[src/rtl/sdram_port_arbiter.sv]
// Round-robin arbiter sharing one SDRAM sub-controller port between SPART (0), VGA (1) and DMEM (2).
// Loads the winner's address window, then holds the grant until done, request drop or hold limit.
module sdram_port_arbiter #(
  parameter int ADDR_W   = 25,
  parameter int MAX_HOLD = 1024
) (
  input  logic                  clk_100_pll,
  input  logic                  rst_n,
  input  logic [2:0]            req,
  input  logic [2:0]            done,
  input  logic [3*ADDR_W-1:0]   req_start_addr,
  input  logic [3*ADDR_W-1:0]   req_end_addr,
  output logic [2:0]            grant,
  output logic [2:0]            busy,
  output logic [1:0]            owner,
  output logic [ADDR_W-1:0]     sdram_start,
  output logic [ADDR_W-1:0]     sdram_end,
  output logic [ADDR_W:0]       sdram_len,
  output logic                  sdram_load,
  output logic                  timeout,
  output logic                  addr_err
);

  localparam int HW = (MAX_HOLD > 1) ? $clog2(MAX_HOLD) : 1;
  localparam logic [HW-1:0] HOLD_LAST = HW'(MAX_HOLD - 1);

  typedef enum logic [1:0] {S_IDLE, S_LOAD, S_OWN, S_RELEASE} state_t;

  state_t            r_state, w_next;
  logic [1:0]        r_ptr, w_ptr_nx;
  logic [1:0]        r_owner;
  logic [HW-1:0]     r_hold;
  logic [ADDR_W-1:0] r_start, r_end;
  logic [ADDR_W:0]   r_len;
  logic              r_timeout, r_addr_err;

  logic              w_found, w_valid, w_take, w_timeout, w_addr_err;
  logic [1:0]        w_cand;
  logic [ADDR_W-1:0] w_cs, w_ce;

  function automatic logic [1:0] inc3(input logic [1:0] v);
    return (v == 2'd2) ? 2'd0 : v + 2'd1;
  endfunction

  // Candidate search: ptr, ptr+1, ptr+2 (mod 3), first requester wins.
  always_comb begin
    logic [1:0] idx;
    w_found = 1'b0;
    w_cand  = r_ptr;
    idx     = r_ptr;
    for (int unsigned k = 0; k < 3; k++) begin
      if (!w_found && req[idx]) begin
        w_found = 1'b1;
        w_cand  = idx;
      end
      idx = inc3(idx);
    end
  end

  always_comb begin
    w_cs = req_start_addr[0 +: ADDR_W];
    w_ce = req_end_addr[0 +: ADDR_W];
    case (w_cand)
      2'd1: begin
        w_cs = req_start_addr[ADDR_W +: ADDR_W];
        w_ce = req_end_addr[ADDR_W +: ADDR_W];
      end
      2'd2: begin
        w_cs = req_start_addr[2*ADDR_W +: ADDR_W];
        w_ce = req_end_addr[2*ADDR_W +: ADDR_W];
      end
      default: ;
    endcase
    w_valid = (w_ce >= w_cs);
  end

  always_comb begin
    w_next     = r_state;
    w_ptr_nx   = r_ptr;
    w_take     = 1'b0;
    w_timeout  = 1'b0;
    w_addr_err = 1'b0;
    case (r_state)
      S_IDLE: begin
        if (w_found) begin
          if (w_valid) begin
            w_take = 1'b1;
            w_next = S_LOAD;
          end else begin
            w_addr_err = 1'b1;
            w_ptr_nx   = inc3(w_cand);
          end
        end
      end
      S_LOAD: w_next = S_OWN;
      S_OWN: begin
        if (done[r_owner] || !req[r_owner]) begin
          w_next = S_RELEASE;
        end else if ((MAX_HOLD != 0) && (r_hold == HOLD_LAST)) begin
          w_timeout = 1'b1;
          w_next    = S_RELEASE;
        end
      end
      S_RELEASE: begin
        w_ptr_nx = inc3(r_owner);
        w_next   = S_IDLE;
      end
      default: w_next = S_IDLE;
    endcase
  end

  always_ff @(posedge clk_100_pll or negedge rst_n) begin
    if (!rst_n) r_state <= S_IDLE;
    else        r_state <= w_next;
  end

  always_ff @(posedge clk_100_pll or negedge rst_n) begin
    if (!rst_n) begin
      r_ptr      <= '0;
      r_owner    <= '0;
      r_hold     <= '0;
      r_start    <= '0;
      r_end      <= '0;
      r_len      <= '0;
      r_timeout  <= 1'b0;
      r_addr_err <= 1'b0;
    end else begin
      r_ptr      <= w_ptr_nx;
      r_timeout  <= w_timeout;
      r_addr_err <= w_addr_err;
      r_hold     <= (r_state == S_OWN) ? r_hold + 1'b1 : '0;
      if (w_take) begin
        r_owner <= w_cand;
        r_start <= w_cs;
        r_end   <= w_ce;
        r_len   <= {1'b0, w_ce} - {1'b0, w_cs} + (ADDR_W+1)'(1);
      end
    end
  end

  always_comb begin
    grant = '0;
    busy  = '0;
    for (int unsigned i = 0; i < 3; i++) begin
      grant[i] = (r_state == S_OWN) && (r_owner == 2'(i));
      busy[i]  = (r_state != S_IDLE) && !((r_state == S_OWN) && (r_owner == 2'(i)));
    end
  end

  assign owner       = r_owner;
  assign sdram_start = r_start;
  assign sdram_end   = r_end;
  assign sdram_len   = r_len;
  assign sdram_load  = (r_state == S_LOAD);
  assign timeout     = r_timeout;
  assign addr_err    = r_addr_err;

endmodule

[config.mk]
export PLATFORM = sky130hd
export DESIGN_NAME = sdram_port_arbiter
export DESIGN_NICKNAME = d
export VERILOG_FILES = /design/src/rtl/sdram_port_arbiter.sv
export SDC_FILE = /design/constraint.sdc
export NUM_CORES = 1
export LEC_CHECK = 0
export ABC_AREA = 1
export BUFFER_PORTS_ARGS = -buffer_cell sky130_fd_sc_hd__buf_2
export CORE_MARGIN = 4
export CORE_UTILIZATION = 32
export CTS_BUF_LIST = sky130_fd_sc_hd__clkbuf_4 sky130_fd_sc_hd__clkbuf_8
export DETAILED_ROUTE_END_ITERATION = 12
export PLACE_DENSITY_LB_ADDON = 0.12
export SETUP_SLACK_MARGIN = 0.3
export SYNTH_ARGS = -nofsm -noshare
export SYNTH_HDL_FRONTEND = slang
export SYNTH_SLANG_ARGS = --single-unit
[constraint.sdc]
create_clock -name clk_100_pll -period 6.43 [get_ports clk_100_pll]
set_input_delay 0.643 -clock clk_100_pll [delete_from_list [all_inputs] [get_ports clk_100_pll]]
set_output_delay 0.643 -clock clk_100_pll [all_outputs]
set_load 0.005 [all_outputs]
* Word-level counts from Yosys, hierarchy flattened
Index checks and enable logic that the tools add are counted.
** Word-level totals
- Bits in registers :: 94
- Output and inout port bits :: 87
- Word-level logic and storage cells :: 95
** Operators by class
- Add/sub/neg operators :: 7
- $lt $le $gt $ge :: 5
- Equal/unequal tests :: 14
- Multiplexer cells :: 39
- Reductions and logical operators :: 21
** Operator list (number)
- $pmux 25 s2 :: 2
- $add 26x1->26 const B :: 1
- $sub 25x25->26 :: 1
- $ge 25x25->1 :: 1
- $mux 2 :: 12
- $mux 1 :: 17
- $eq 2x2->1 const B :: 6
- $lt 2x3->1 const B :: 4
- $add 10x1->10 const B :: 1
- $bmux 1 s2 :: 5
- $eq 10x10->1 const B :: 1
- $mux 10 :: 1
- $add 2x1->2 const B :: 4
- $logic_and 1x1->1 :: 8
- $pmux 2 s4 :: 1
- $eq 2x1->1 const B :: 3
- $logic_not 1->1 :: 6
- $ne 2x2->1 const B :: 3
- $reduce_and 3->1 :: 2
- $logic_not 2->1 :: 2
- $pmux 2 s2 :: 1
- $reduce_bool 2->1 :: 2
- $ne 3x3->1 const B :: 1
- $logic_or 1x1->1 :: 1

* Logic depth before layout (Yosys ltp)
- Depth after elaboration :: 15
- Depth in mapped cells :: 32
- Depth with buffers taken out :: 28

* Worst setup path before layout
Ideal clock, no wire load.
- Kind :: input to register
- Start point :: in req[2]
- End point :: reg r_len[17] (netlist: sdram_len[17])
- Setup time :: 0.116 ns
- Arrival :: 4.267 ns
- Required time :: 6.314 ns
- Path slack :: 2.046 ns
- Stages on the path :: 28
- Cell sequence :: inv_1 -> a21oi_1 -> o21ai_1 -> nand2_1 -> nor2_4 -> nand2_1 -> o21ai_1 -> inv_1 -> ha_1 -> clkbuf_1 -> inv_1 -> buf_2 -> a221o_1 -> o21ai_0 -> inv_1 -> ha_1 -> inv_1 -> ha_1 -> fa_1 -> nand3_1 -> nand2_1 -> nand2_1 -> nand2_1 -> nand3_1 -> nand2_1 -> xor2_1 -> nand2_1 -> nand2_1
** On the way
- Word-level cells in the longest chain between the ends :: 15
** RTL lines
- from (decl) :: RTL line 9 : input logic [2:0] req,
- $bmux 1 s2 :: RTL line 52 : if (!w_found && req[idx]) begin
- $mux 1 (not written as such) :: RTL line 52
- $mux 1 :: RTL line 52
- $logic_not 1->1 :: RTL line 52
- $logic_and 1x1->1 :: RTL line 52
- $mux 1 :: RTL line 52
- $logic_not 1->1 :: RTL line 52
- $logic_and 1x1->1 :: RTL line 52
- $mux 2 (*) :: RTL line 52
- net w_cand[0] :: RTL line 38 : logic [1:0] w_cand;
- $eq 2x2->1 / $eq 2x1->1 (equally long branches) :: RTL line 63 : case (w_cand)
- $pmux 25 s2 (*) :: RTL line 63
- net w_ce[1] :: RTL line 39 : logic [ADDR_W-1:0] w_cs, w_ce;
- parallel branches: the longest is 4 deep, another holds $sub 25x25->26
- to (signal assigned) :: RTL line 136 : r_len <= {1'b0, w_ce} - {1'b0, w_cs} + (ADDR_W+1)'(1);
- to (decl) :: RTL line 34 : logic [ADDR_W:0] r_len;
Mark *: on every way through the listed nets, which the timed path passes. The select of a mux whose other input is x is not followed.
A chain may end at the register's enable or synchronous reset.

* Worst setup path in the final report
- Start point :: reg r_ptr[1]
- End point :: reg r_start[16] (netlist: sdram_start[16])
** On the way
- Word-level cells in the longest chain between the ends :: 15
** RTL lines
- from (decl) :: RTL line 30 : logic [1:0] r_ptr, w_ptr_nx;
- from (signal assigned) :: RTL line 128 : r_ptr <= w_ptr_nx;
- parallel branches: the longest is 8 deep, another holds $add 2x1->2
- $mux 2 (*) :: RTL line 52
- net w_cand[0] :: RTL line 38
- $eq 2x2->1 / $eq 2x1->1 (equally long branches) :: RTL line 63
- $pmux 25 s2 (*) :: RTL line 63
- net w_ce[4] :: RTL line 39
- $ge 25x25->1 (*) :: RTL line 74 : w_valid = (w_ce >= w_cs);
- $mux 1 (*) :: RTL line 86 : if (w_valid) begin
- $mux 1 (*) :: RTL line 85 : if (w_found) begin
- $mux 1 (*) :: RTL line 83 : case (r_state)
- to (signal assigned) :: RTL line 134 : r_start <= w_cs;
- to (decl) :: RTL line 33 : logic [ADDR_W-1:0] r_start, r_end;
Marked as above.

==> summary by stage <==
STA
The share of the clock period used by the worst path is between 80% and 90%. For this run, the top clock speed supported by timing is around 190 MHz. The count of pins over their slew limit is 0. Setup repair after global routing left no endpoint under its margin.

At the pin with the least slew margin, the transition time is approximately 1 ns. The time the final worst path needs with I/O delays and setup is roughly 5.4 ns. The final hold violation count was 0. After routing, the total negative slack on setup checks comes to 0 ns. Measured against its own limit, the worst slew margin works out to 32.90%. For the final database, setup skew stands at roughly 0.010 ns. The final hold slack is approximately 0.13 ns. The final setup violation count is 0.

Logic synthesis
The number of synthesis warnings is 0. In this run the cell area of the synthesized design comes to around 7300 µm². The number of nets handed over by synthesis was between 1k and 1.5k. Synthesis inferred 94 register bits.

The per-instance average area after synthesis is 7.124 µm². dfrtp_1 takes more of the synthesized area than any other cell. Counting every instance in the synthesized netlist gives between 1k and 1.5k.

After synthesis, the largest area contributor takes up ~32% of total cell area. The post-synthesis sequential area ratio is between 30% and 40%. Synthesis instantiated 37 different standard cells from the library. Sorting the synthesized cells by area gives the leading types as dfrtp_1, nand2_1, ha_1.

Detailed routing
For this block, the via count after detailed routing is 7427. The count of routing violations after the opening detailed-route iteration is approximately 360. The residual antenna-violating net count after detailed routing is 0.

The average wire per standard cell is 16.86 µm. The first-pass iteration count of the detailed router is 7. After detailed routing, the number of remaining DRC violations is 0.

The total wire length after detailed routing is around 26000 µm. The number of vias per cell is about 4.8.

Placed design
The number of buffers inserted by port buffering is roughly 240. The count of placed standard cells including taps is about 1.5k. At the end of routability-driven placement, the weighted congestion stood at 0.8895.

The HPWL after detailed placement is 21080 µm. In this run the cell area measured after placement is between 8000 and 9000 µm².

Global route
The first global-routing pass estimated ~41000 µm of wire. The via count of the first global-routing pass is between 7k and 8k. The total congestion overflow after global routing is 0. The largest net degree at the start of global routing is 78. The total routing usage reported by global routing is between 20% and 30%. The number of antenna violations at the first check in global routing is 1.

Die
The number of placed I/O pins is between 200 and 250. Row generation in the floorplan step produced 54 rows. From bottom edge to top edge, the die measures between 150 and 200 µm.

The floorplan step defined a die boundary enclosing approximately 25000 µm². From left edge to right edge, the die measures ~160 µm. The core area is between 20000 and 25000 µm². Once the floorplan was initialized, standard cells occupied between 30 and 40% of the core.

Layout
Compared with the post-synthesis result, the final layout area differs by 22.26%. For this run, the number of standard cells in the final layout without fillers is about 1.5k. Leaving out fill and tap cells, the most frequent cells in the layout are nand2_1, buf_2, inv_1. Leaving out fill and tap cells, the most frequent cell in the layout is nand2_1. The total non-filler cell area in the finished layout is 8919 µm². The post-route netlist has ~22% of its cells at a drive strength greater than 1.

The final layout contains about 1.5k nets.

Clocking
The clock transition at the registers of the reported paths is 0.10 ns. The clock tree root buffer cell is clkbuf_8. The TritonCTS clock tree is built.

The largest buffer count on any clock path is 2. The clock latency at the later pin of the worst-skew pair is 0.38 ns. The number of resized instances in the post-cts repair step is 0. The number of hold buffers added after CTS is 0. The H-tree generated during clock tree synthesis spans 3 levels. The number of post-CTS setup repair buffers is 0.

The CTS buffer count is 9. Clock tree synthesis found a total of 94 sinks.

Worst setup path
The critical path in this run is classified as reg2reg. The endpoint of the worst-slack reg-to-reg timing path is sdram_start[16]. In this design, the stage delay of the slowest critical-path cell is between 0.6 and 0.7 ns. In this run the critical register-to-register path is launched from r_ptr[1]. The type of destination of the critical path is a register.

The data arrival time of the worst path is ~5.7 ns. The critical path's slowest cell is inv_1. The critical path launch point is r_ptr[1]. Along the worst path, the maximum fanout reaches between 70 and 80. In this run the register-to-register setup slack is 1.08 ns. In this run the number of cells on the critical path is 25. Together, buffers and inverters on the worst path number 5. The endpoint required time on the critical path is between 6 and 7 ns.

In this design, the largest share of critical-path delay is due to buffers and inverters. The critical path startpoint category is a register. The depth of the worst register-to-register path is 25.

The cell occurring most often along the worst timing path is nand2_1.

Job
Max-cap violations in this run came to 0.

Worst hold path
The class of the worst hold path is in2async.

Outcome
The run finished with clean final reports.
[final cells by class]
cell class,instances,area [µm²]
fill,2440,13180
multi-input combinational,779,4303
sequential,94,2352
timing repair buffer,253,1291
inverter,112,420.4
tap,280,350.3
clock buffer,9,123.9
clock inverter,7,75.07
antenna,1,2.502
[worst register-to-register path: cells and delay by family (launching register included)]
| family | cells | cell delay [ns] |
|---|---|---|
| and+or+nand+nor | 13 | 1.33 |
| DFF | 1 | 0.56 |
| buffers and inverters | 5 | 1.77 |
| adders and majority gates | 2 | 0.62 |
| AOI/OAI and AO/OA | 5 | 0.99 |
[metal layers]
metal	routed length (µm)	vias to the layer above	share of wire, %	GRT usage [%]
li1	-	3801	-	-
met1	12320	3374	48	27.76
met2	11620	222	45	32.22
met3	1360	30	5.3	3.935
met4	570	0	2.2	6.312
met5	0	-	0	0
[kinds of logic after synthesis]
logic type	synth area share [%]
adders and majority gates	13.58
buffers and inverters	8.868
and+or+nand+nor	26.38
DFF	32.25
AOI/OAI and AO/OA	17.00
xor gates and xnor gates	1.921
[how the worst max path moves through the flow]
stage                 endpoint
6_report       sdram_start[16]
5_1_grt         sdram_start[6]
4_1_cts        sdram_start[22]
3_5_place_dp   sdram_start[17]
3_3_place_gp   sdram_start[14]
2_1_floorplan    sdram_len[17]
[synth_stat cells (all sizes together)]
library cell  count
o21ai            87
and2              2
buf              22
o22ai             1
a21o              1
inv             112
ha               60
nand4            15
nand3            49
o2bb2ai          18
xor2              8
nor3              7
nor2             76
a22o             10
dfrtp            94
nand2           322
nor2b             1
a21oi            94
a221o             4
xnor2             8
o221ai            1
o211ai            1
clkbuf           17
fa               12
o21bai            1
nand3b            1
[registers in the layout, summed over array words and instances, names as in the netlist]
name,count
sdram_end,25
timeout,1
r_hold,10
sdram_len,26
r_state,2
r_ptr,2
owner,2
addr_err,1
sdram_start,25
[through the flow]
step / setup WS, ns / util (%)
after floorplan: 2.046 / -
after detailed placement: 0.7865 / 39.46
after global placement: 0.8422 / 39.46
after global routing: 0.4475 / 40.37
final: 1.077 / 40.37
after CTS: 0.9509 / 40.36
Power is not shown: default switching activity piles up to over one toggle a cycle in this logic, so the estimate is an artifact.
